==> src/rtl/addsub_issue_pipe.sv <==
`default_nettype none
// ============================================================================
// Module   : addsub_issue_pipe
// Brief    : Two-stage valid/ready issue pipe around an external prefix adder,
//            with add/sub/carry-chain ops and a persistent carry flag.
// Revision : 1.0
// ============================================================================
module addsub_issue_pipe #(
    parameter int INPUTSIZE = 32,
    parameter int GROUPSIZE = 4
) (
    input  logic                 clk,
    input  logic                 rst,
    input  logic                 in_valid,
    output logic                 in_ready,
    input  logic [1:0]           in_op,
    input  logic [INPUTSIZE-1:0] in_a,
    input  logic [INPUTSIZE-1:0] in_b,
    output logic [INPUTSIZE-1:0] adder_a,
    output logic [INPUTSIZE-1:0] adder_b,
    output logic                 adder_c0,
    input  logic [INPUTSIZE:0]   adder_s,
    output logic                 out_valid,
    input  logic                 out_ready,
    output logic [INPUTSIZE-1:0] out_result,
    output logic                 out_carry,
    output logic                 out_overflow,
    output logic                 out_zero,
    output logic                 out_negative,
    output logic                 carry_flag
);

    localparam int c_W = INPUTSIZE;

    generate
        if ((INPUTSIZE % GROUPSIZE) != 0) begin : g_bad_groupsize
            $error("INPUTSIZE must be a multiple of GROUPSIZE");
        end
    endgenerate

    logic                r_s1_valid;
    logic [1:0]          r_s1_op;
    logic [c_W-1:0]      r_s1_a;
    logic [c_W-1:0]      r_s1_b;
    logic                r_out_valid;
    logic [c_W-1:0]      r_out_result;
    logic                r_out_carry;
    logic                r_out_overflow;
    logic                r_out_zero;
    logic                r_out_negative;
    logic                r_carry_flag;

    logic                w_s2_free;
    logic                w_in_xfer;
    logic                w_advance;

    assign w_s2_free = !r_out_valid || out_ready;
    assign in_ready  = !r_s1_valid || w_s2_free;
    assign w_in_xfer = in_valid && in_ready;
    assign w_advance = r_s1_valid && w_s2_free;

    // op[0] selects subtract (invert B); op[1] selects carry-chained variants.
    assign adder_a  = r_s1_a;
    assign adder_b  = r_s1_op[0] ? ~r_s1_b : r_s1_b;
    assign adder_c0 = r_s1_op[1] ? r_carry_flag : r_s1_op[0];

    always_ff @(posedge clk) begin
        if (rst) begin
            r_s1_valid     <= 1'b0;
            r_s1_op        <= 2'b00;
            r_s1_a         <= '0;
            r_s1_b         <= '0;
            r_out_valid    <= 1'b0;
            r_out_result   <= '0;
            r_out_carry    <= 1'b0;
            r_out_overflow <= 1'b0;
            r_out_zero     <= 1'b0;
            r_out_negative <= 1'b0;
            r_carry_flag   <= 1'b0;
        end else begin
            if (w_advance) begin
                r_out_valid    <= 1'b1;
                r_out_result   <= adder_s[c_W-1:0];
                r_out_carry    <= adder_s[c_W];
                r_out_overflow <= (adder_a[c_W-1] == adder_b[c_W-1]) &&
                                  (adder_s[c_W-1] != adder_a[c_W-1]);
                r_out_zero     <= (adder_s[c_W-1:0] == '0);
                r_out_negative <= adder_s[c_W-1];
                r_carry_flag   <= adder_s[c_W];
            end else if (r_out_valid && out_ready) begin
                r_out_valid <= 1'b0;
            end

            if (w_in_xfer) begin
                r_s1_valid <= 1'b1;
                r_s1_op    <= in_op;
                r_s1_a     <= in_a;
                r_s1_b     <= in_b;
            end else if (w_advance) begin
                r_s1_valid <= 1'b0;
            end
        end
    end

    assign out_valid    = r_out_valid;
    assign out_result   = r_out_result;
    assign out_carry    = r_out_carry;
    assign out_overflow = r_out_overflow;
    assign out_zero     = r_out_zero;
    assign out_negative = r_out_negative;
    assign carry_flag   = r_carry_flag;

endmodule
`default_nettype wire

==> config.mk <==
export PLATFORM = sky130hd
export DESIGN_NAME = addsub_issue_pipe
export DESIGN_NICKNAME = d
export VERILOG_FILES = /design/src/rtl/addsub_issue_pipe.sv
export SDC_FILE = /design/constraint.sdc
export NUM_CORES = 1
export LEC_CHECK = 0
export ABC_AREA = 0
export CORE_AREA = 5 5 121 123
export DETAILED_ROUTE_END_ITERATION = 12
export DIE_AREA = 0 0 126 128
export DONT_BUFFER_PORTS = 1
export SLEW_MARGIN = 20
export SYNTH_ARGS = -nofsm -noshare
export SYNTH_HDL_FRONTEND = slang
export SYNTH_SLANG_ARGS = --single-unit
==> constraint.sdc <==
create_clock -name clk -period 2.4 [get_ports clk]
set_clock_uncertainty 0.05 [all_clocks]
set_input_delay 0.24 -clock clk [delete_from_list [all_inputs] [get_ports clk]]
set_output_delay 0.24 -clock clk [all_outputs]
set_load 0.02 [all_outputs]
==> flow_summary.html <==
<table>
<tr><th>Metric</th><th>Value</th></tr>
<tr><th colspan="2">Run status</th></tr>
<tr><td>Outcome</td><td>complete, no violations</td></tr>
<tr><th colspan="2">Worst setup path</th></tr>
<tr><td>Data arrival time of the critical path</td><td>2.40 ns</td></tr>
<tr><td>Critical path's largest stage delay</td><td>0.56 ns</td></tr>
<tr><td>Worst-path fanout max</td><td>66</td></tr>
<tr><td>Worst Path Required</td><td>2.59 ns</td></tr>
<tr><td>Cell with the biggest individual delay on the critical path</td><td>sky130_fd_sc_hd__dlygate4sd3_1</td></tr>
<tr><td>Delay-heaviest family, CP</td><td>simple AND/OR/NAND/NOR gates</td></tr>
<tr><td>WS Path Type</td><td>register to register</td></tr>
<tr><td>Number of buffer and inverter instances along the worst setup path</td><td>2</td></tr>
<tr><td>Cell breakdown of the critical path</td><td>nand3b_1 &gt; and2_2 &gt; buf_12 &gt; nand2_1 &gt; a21oi_1 &gt; dlygate4sd3_1</td></tr>
<tr><td>Startpoint type of the worst setup path</td><td>register</td></tr>
<tr><td>Worst Setup End Kind</td><td>register</td></tr>
<tr><th colspan="2">Routing</th></tr>
<tr><td>Total met3 wirelength after detailed routing</td><td>1.111 mm</td></tr>
<tr><td>Violation count after the first detailed-route iteration</td><td>206</td></tr>
<tr><td>Via density per instance</td><td>4.678</td></tr>
<tr><td>Highest signal layer in the routed design</td><td>met4</td></tr>
<tr><td>Detail-routed net length per standard cell</td><td>15.25 um</td></tr>
<tr><td>M1 wire length</td><td>4.384 mm</td></tr>
<tr><td>Met2 wirelength from detailed routing</td><td>5.772 mm</td></tr>
<tr><td>Detailed Route WL</td><td>11.65 mm</td></tr>
<tr><td>Detailed-route DRC error count</td><td>0</td></tr>
<tr><td>Number of nets still failing antenna checks after routing</td><td>0</td></tr>
<tr><td>Number of detailed-routing iterations run before antenna repair</td><td>5</td></tr>
<tr><td>Via count</td><td>3,574</td></tr>
<tr><th colspan="2">Die</th></tr>
<tr><td>Number of placement rows</td><td>43</td></tr>
<tr><td>Vertical die dimension</td><td>128 um</td></tr>
<tr><td>Die outline area</td><td>16,130 um2</td></tr>
<tr><td># IOs</td><td>207</td></tr>
<tr><td>Standard cell core area</td><td>13,560 um2</td></tr>
<tr><td>X dimension of the die</td><td>126 um</td></tr>
<tr><td>Initial Util</td><td>28.99%</td></tr>
<tr><th colspan="2">STA</th></tr>
<tr><td>Slew at the pin closest to its max-slew limit</td><td>0.5396 ns</td></tr>
<tr><td>Final Hold Fails</td><td>0</td></tr>
<tr><td>Aggregate negative setup slack</td><td>0 ns</td></tr>
<tr><td>Final min period</td><td>2.218 ns</td></tr>
<tr><td>Crit share post-route</td><td>92.43%</td></tr>
<tr><td>Final Setup Violations</td><td>0</td></tr>
<tr><td>Normalized max-slew margin</td><td>63.69%</td></tr>
<tr><td>Unrepaired setup endpoints after global routing</td><td>no</td></tr>
<tr><td>Achievable frequency</td><td>450.8 MHz</td></tr>
<tr><td>Final Slew Violations</td><td>0</td></tr>
<tr><th colspan="2">Clock network</th></tr>
<tr><td>Count of instances resized after the clock tree is built</td><td>0</td></tr>
<tr><td>Clock Tree Buf Depth</td><td>2</td></tr>
<tr><td>Register clock-pin slew on the reported worst setup and hold paths</td><td>0.07 ns</td></tr>
<tr><td>Number of H-tree levels</td><td>3</td></tr>
<tr><td>Clock Tree Root</td><td>sky130_fd_sc_hd__clkbuf_16</td></tr>
<tr><td>Count of hold-fix buffers inserted at cts</td><td>102</td></tr>
<tr><td>CTS tree</td><td>yes</td></tr>
<tr><td>Clock Latency Late Sink</td><td>0.34 ns</td></tr>
<tr><td>Number of CTS-inserted buffers</td><td>9</td></tr>
<tr><td>Number of sinks driven by the clock tree</td><td>103</td></tr>
<tr><td>Count of buffers added by post-CTS timing repair for setup</td><td>0</td></tr>
<tr><th colspan="2">Pwr</th></tr>
<tr><td>Sequential cell fraction of total power</td><td>46.9%</td></tr>
<tr><td>Total leakage power</td><td>2.185 nW</td></tr>
<tr><td>Power share of the clock group</td><td>41.0%</td></tr>
<tr><td>Total net switching power</td><td>1.059 mW</td></tr>
<tr><td>Combinational share of power</td><td>12.2%</td></tr>
<tr><td>Switching part of the total</td><td>25.52%</td></tr>
<tr><td>VDD IR max</td><td>0.2804 mV</td></tr>
<tr><td>Internal power contribution</td><td>3.091 mW</td></tr>
<tr><td>Power density relative to cell area</td><td>761.5 nW/um2</td></tr>
<tr><th colspan="2">GRT</th></tr>
<tr><td>Pin count of the biggest net entering global routing</td><td>103</td></tr>
<tr><td>Remaining global-route overflow</td><td>0</td></tr>
<tr><td>Combined global-route utilization of all metal layers</td><td>14.13%</td></tr>
<tr><td>Number of antenna violations at the first check in global routing</td><td>0</td></tr>
<tr><td>Vias in the first global route</td><td>3,705</td></tr>
<tr><td>Wire length of the first global-routing pass</td><td>18.45 mm</td></tr>
<tr><th colspan="2">Cells and area</th></tr>
<tr><td>Inserted Diodes</td><td>0</td></tr>
<tr><td>Share of layout cells above drive strength 1</td><td>4.795%</td></tr>
<tr><td>Count of fill cells added during filler insertion</td><td>1,304</td></tr>
<tr><td>Leading cell type in the layout, fill and taps excluded</td><td>sky130_fd_sc_hd__nand2_1</td></tr>
<tr><td>Area of all placed cells without fillers</td><td>5450 um2</td></tr>
<tr><td>Number of nets in the finished design</td><td>682</td></tr>
<tr><td>Layout overhead on the synthesized area</td><td>38.68%</td></tr>
<tr><td>Commonest cells after routing, fill and taps aside</td><td>sky130_fd_sc_hd__nand2_1 (199), sky130_fd_sc_hd__dfxtp_1 (102), sky130_fd_sc_hd__a21oi_1 (101), sky130_fd_sc_hd__dlygate4sd3_1 (101), sky130_fd_sc_hd__xor2_1 (32)</td></tr>
<tr><th colspan="2">Min path</th></tr>
<tr><td>Class of the tightest hold or removal check</td><td>input port to register</td></tr>
<tr><th colspan="2">Synthesis</th></tr>
<tr><td>Number of distinct library cell variants in the gate-level netlist after synthesis</td><td>20</td></tr>
<tr><td>Portion of the post-synthesis area used by sequential elements</td><td>52.47%</td></tr>
<tr><td>Post-synthesis instance area</td><td>3930 um2</td></tr>
<tr><td>Synthesis warning total</td><td>0</td></tr>
<tr><td>Synthesized area divided by synthesized cell count</td><td>7.876 um2</td></tr>
<tr><td>Post-synthesis sequential element count</td><td>103</td></tr>
<tr><td>Post-Syn Nets</td><td>602</td></tr>
<tr><td>Cell count after synthesis</td><td>499</td></tr>
<tr><th colspan="2">Placement</th></tr>
<tr><td>Last weighted congestion value of the routability-driven placer</td><td>0.7632</td></tr>
<tr><td>DP HPWL</td><td>7.273 mm</td></tr>
<tr><td>Buffers added on ports</td><td>0</td></tr>
<tr><td>Total cell area at the placement stage</td><td>4055 um2</td></tr>
<tr><th colspan="2">Flow run</th></tr>
<tr><td>Count of max-cap constraint violations</td><td>0</td></tr>
</table>
==> final cells by class <==
class / instances / area [um2] / share of cell area, %
Clock buffer: 11 / 252.7 / 4.637
Sequential cell: 103 / 2063 / 37.86
Tap cell: 180 / 225.2 / 4.132
Inverter: 2 / 7.507 / 0.1377
Multi-Input combinational cell: 355 / 1689 / 30.99
Timing Repair Buffer: 108 / 1109 / 20.34
Clock inverter: 5 / 103.9 / 1.905
==> cell usage after synthesis <==
library cell               count  share of area [%]
sky130_fd_sc_hd__a311oi_1      1               0.22
sky130_fd_sc_hd__buf_4         2               0.38
sky130_fd_sc_hd__nor3_1        1               0.13
sky130_fd_sc_hd__nand2b_1      1               0.16
sky130_fd_sc_hd__nand3b_1      3               0.57
sky130_fd_sc_hd__or3b_2        1               0.22
sky130_fd_sc_hd__clkbuf_1     20                1.9
sky130_fd_sc_hd__or4_1         2               0.38
sky130_fd_sc_hd__mux2_2        1               0.29
sky130_fd_sc_hd__inv_1         2               0.19
sky130_fd_sc_hd__xor2_1       32                7.1
sky130_fd_sc_hd__a21oi_1     101                 13
sky130_fd_sc_hd__and2_1        2               0.32
sky130_fd_sc_hd__nor2_1        1              0.095
sky130_fd_sc_hd__dfxtp_1     103                 52
sky130_fd_sc_hd__nand2_1     200                 19
sky130_fd_sc_hd__nand4_1       2               0.32
sky130_fd_sc_hd__o21ai_1       1               0.13
sky130_fd_sc_hd__nor4_1        6               0.96
sky130_fd_sc_hd__buf_2        17                2.2
==> final timing paths <==
kind | start | to | slack [ns] | cells past startpoint
max | out_valid$_SDFFE_PP0P_ | adder_a[31]$_SDFFE_PP0P_ | 0.18 | 6
min | adder_s[13] | out_zero$_SDFFE_PP0P_ | 0.05 | 2
max reg2reg | out_valid$_SDFFE_PP0P_ | adder_a[31]$_SDFFE_PP0P_ | 0.18 | 6
min reg2reg | r_s1_b[4]$_SDFFE_PP0P_ | r_s1_b[4]$_SDFFE_PP0P_ | 0.41 | 2
==> cell families (layout without fill, tap and decap cells) <==
family	after synthesis	after routing	synth area share (%)
AOI/OAI and AO/OA	103	103	13.21
xor gates and xnor gates	32	32	7.132
buffers and inverters	41	126	4.648
DFF	103	103	52.47
muxes	1	1	0.2865
and+or+nand+nor	219	219	22.25
==> through the flow <==
step           worst slack (ns)  instances  utilization [%]  power [mW]  hold slack [ns]
3_5_place_dp             0.5714        646            29.91       2.325           0.2713
3_3_place_gp             0.5963        646            29.91       2.313           0.2676
2_1_floorplan            0.8103        499                -       2.273           0.3195
5_1_grt                  0.1315        764            40.20       4.355          0.04088
6_report                 0.1817        764            40.20       4.151          0.04756
4_1_cts                  0.1931        764            40.20       4.222          0.02875
==> flip-flops by register name, summed over array words and instances (netlist names) <==
name / count
adder_a: 32
out_result: 32
r_s1_b: 32
r_s1_op: 2
carry_flag: 1
out_overflow: 1
out_valid: 1
out_zero: 1
r_s1_valid: 1
==> per-layer routing <==
| metal | track usage, % | vias up |
|---|---|---|
| met5 | 0 | - |
| met4 | 7.382 | 0 |
| met3 | 5.333 | 29 |
| met2 | 24.26 | 158 |
| met1 | 15.15 | 1623 |
| li1 | - | 1764 |
==> power by group through the flow <==
stage | registers, mW | logic, mW | clock network (mW)
6_report | 1.95 | 0.505 | 1.70
5_1_grt | 1.96 | 0.553 | 1.85
4_1_cts | 1.95 | 0.504 | 1.77
3_5_place_dp | 1.98 | 0.340 | 0
3_3_place_gp | 1.98 | 0.331 | 0
2_1_floorplan | 1.96 | 0.314 | 0
No activity file was read; power rests on OpenSTA's default activity.
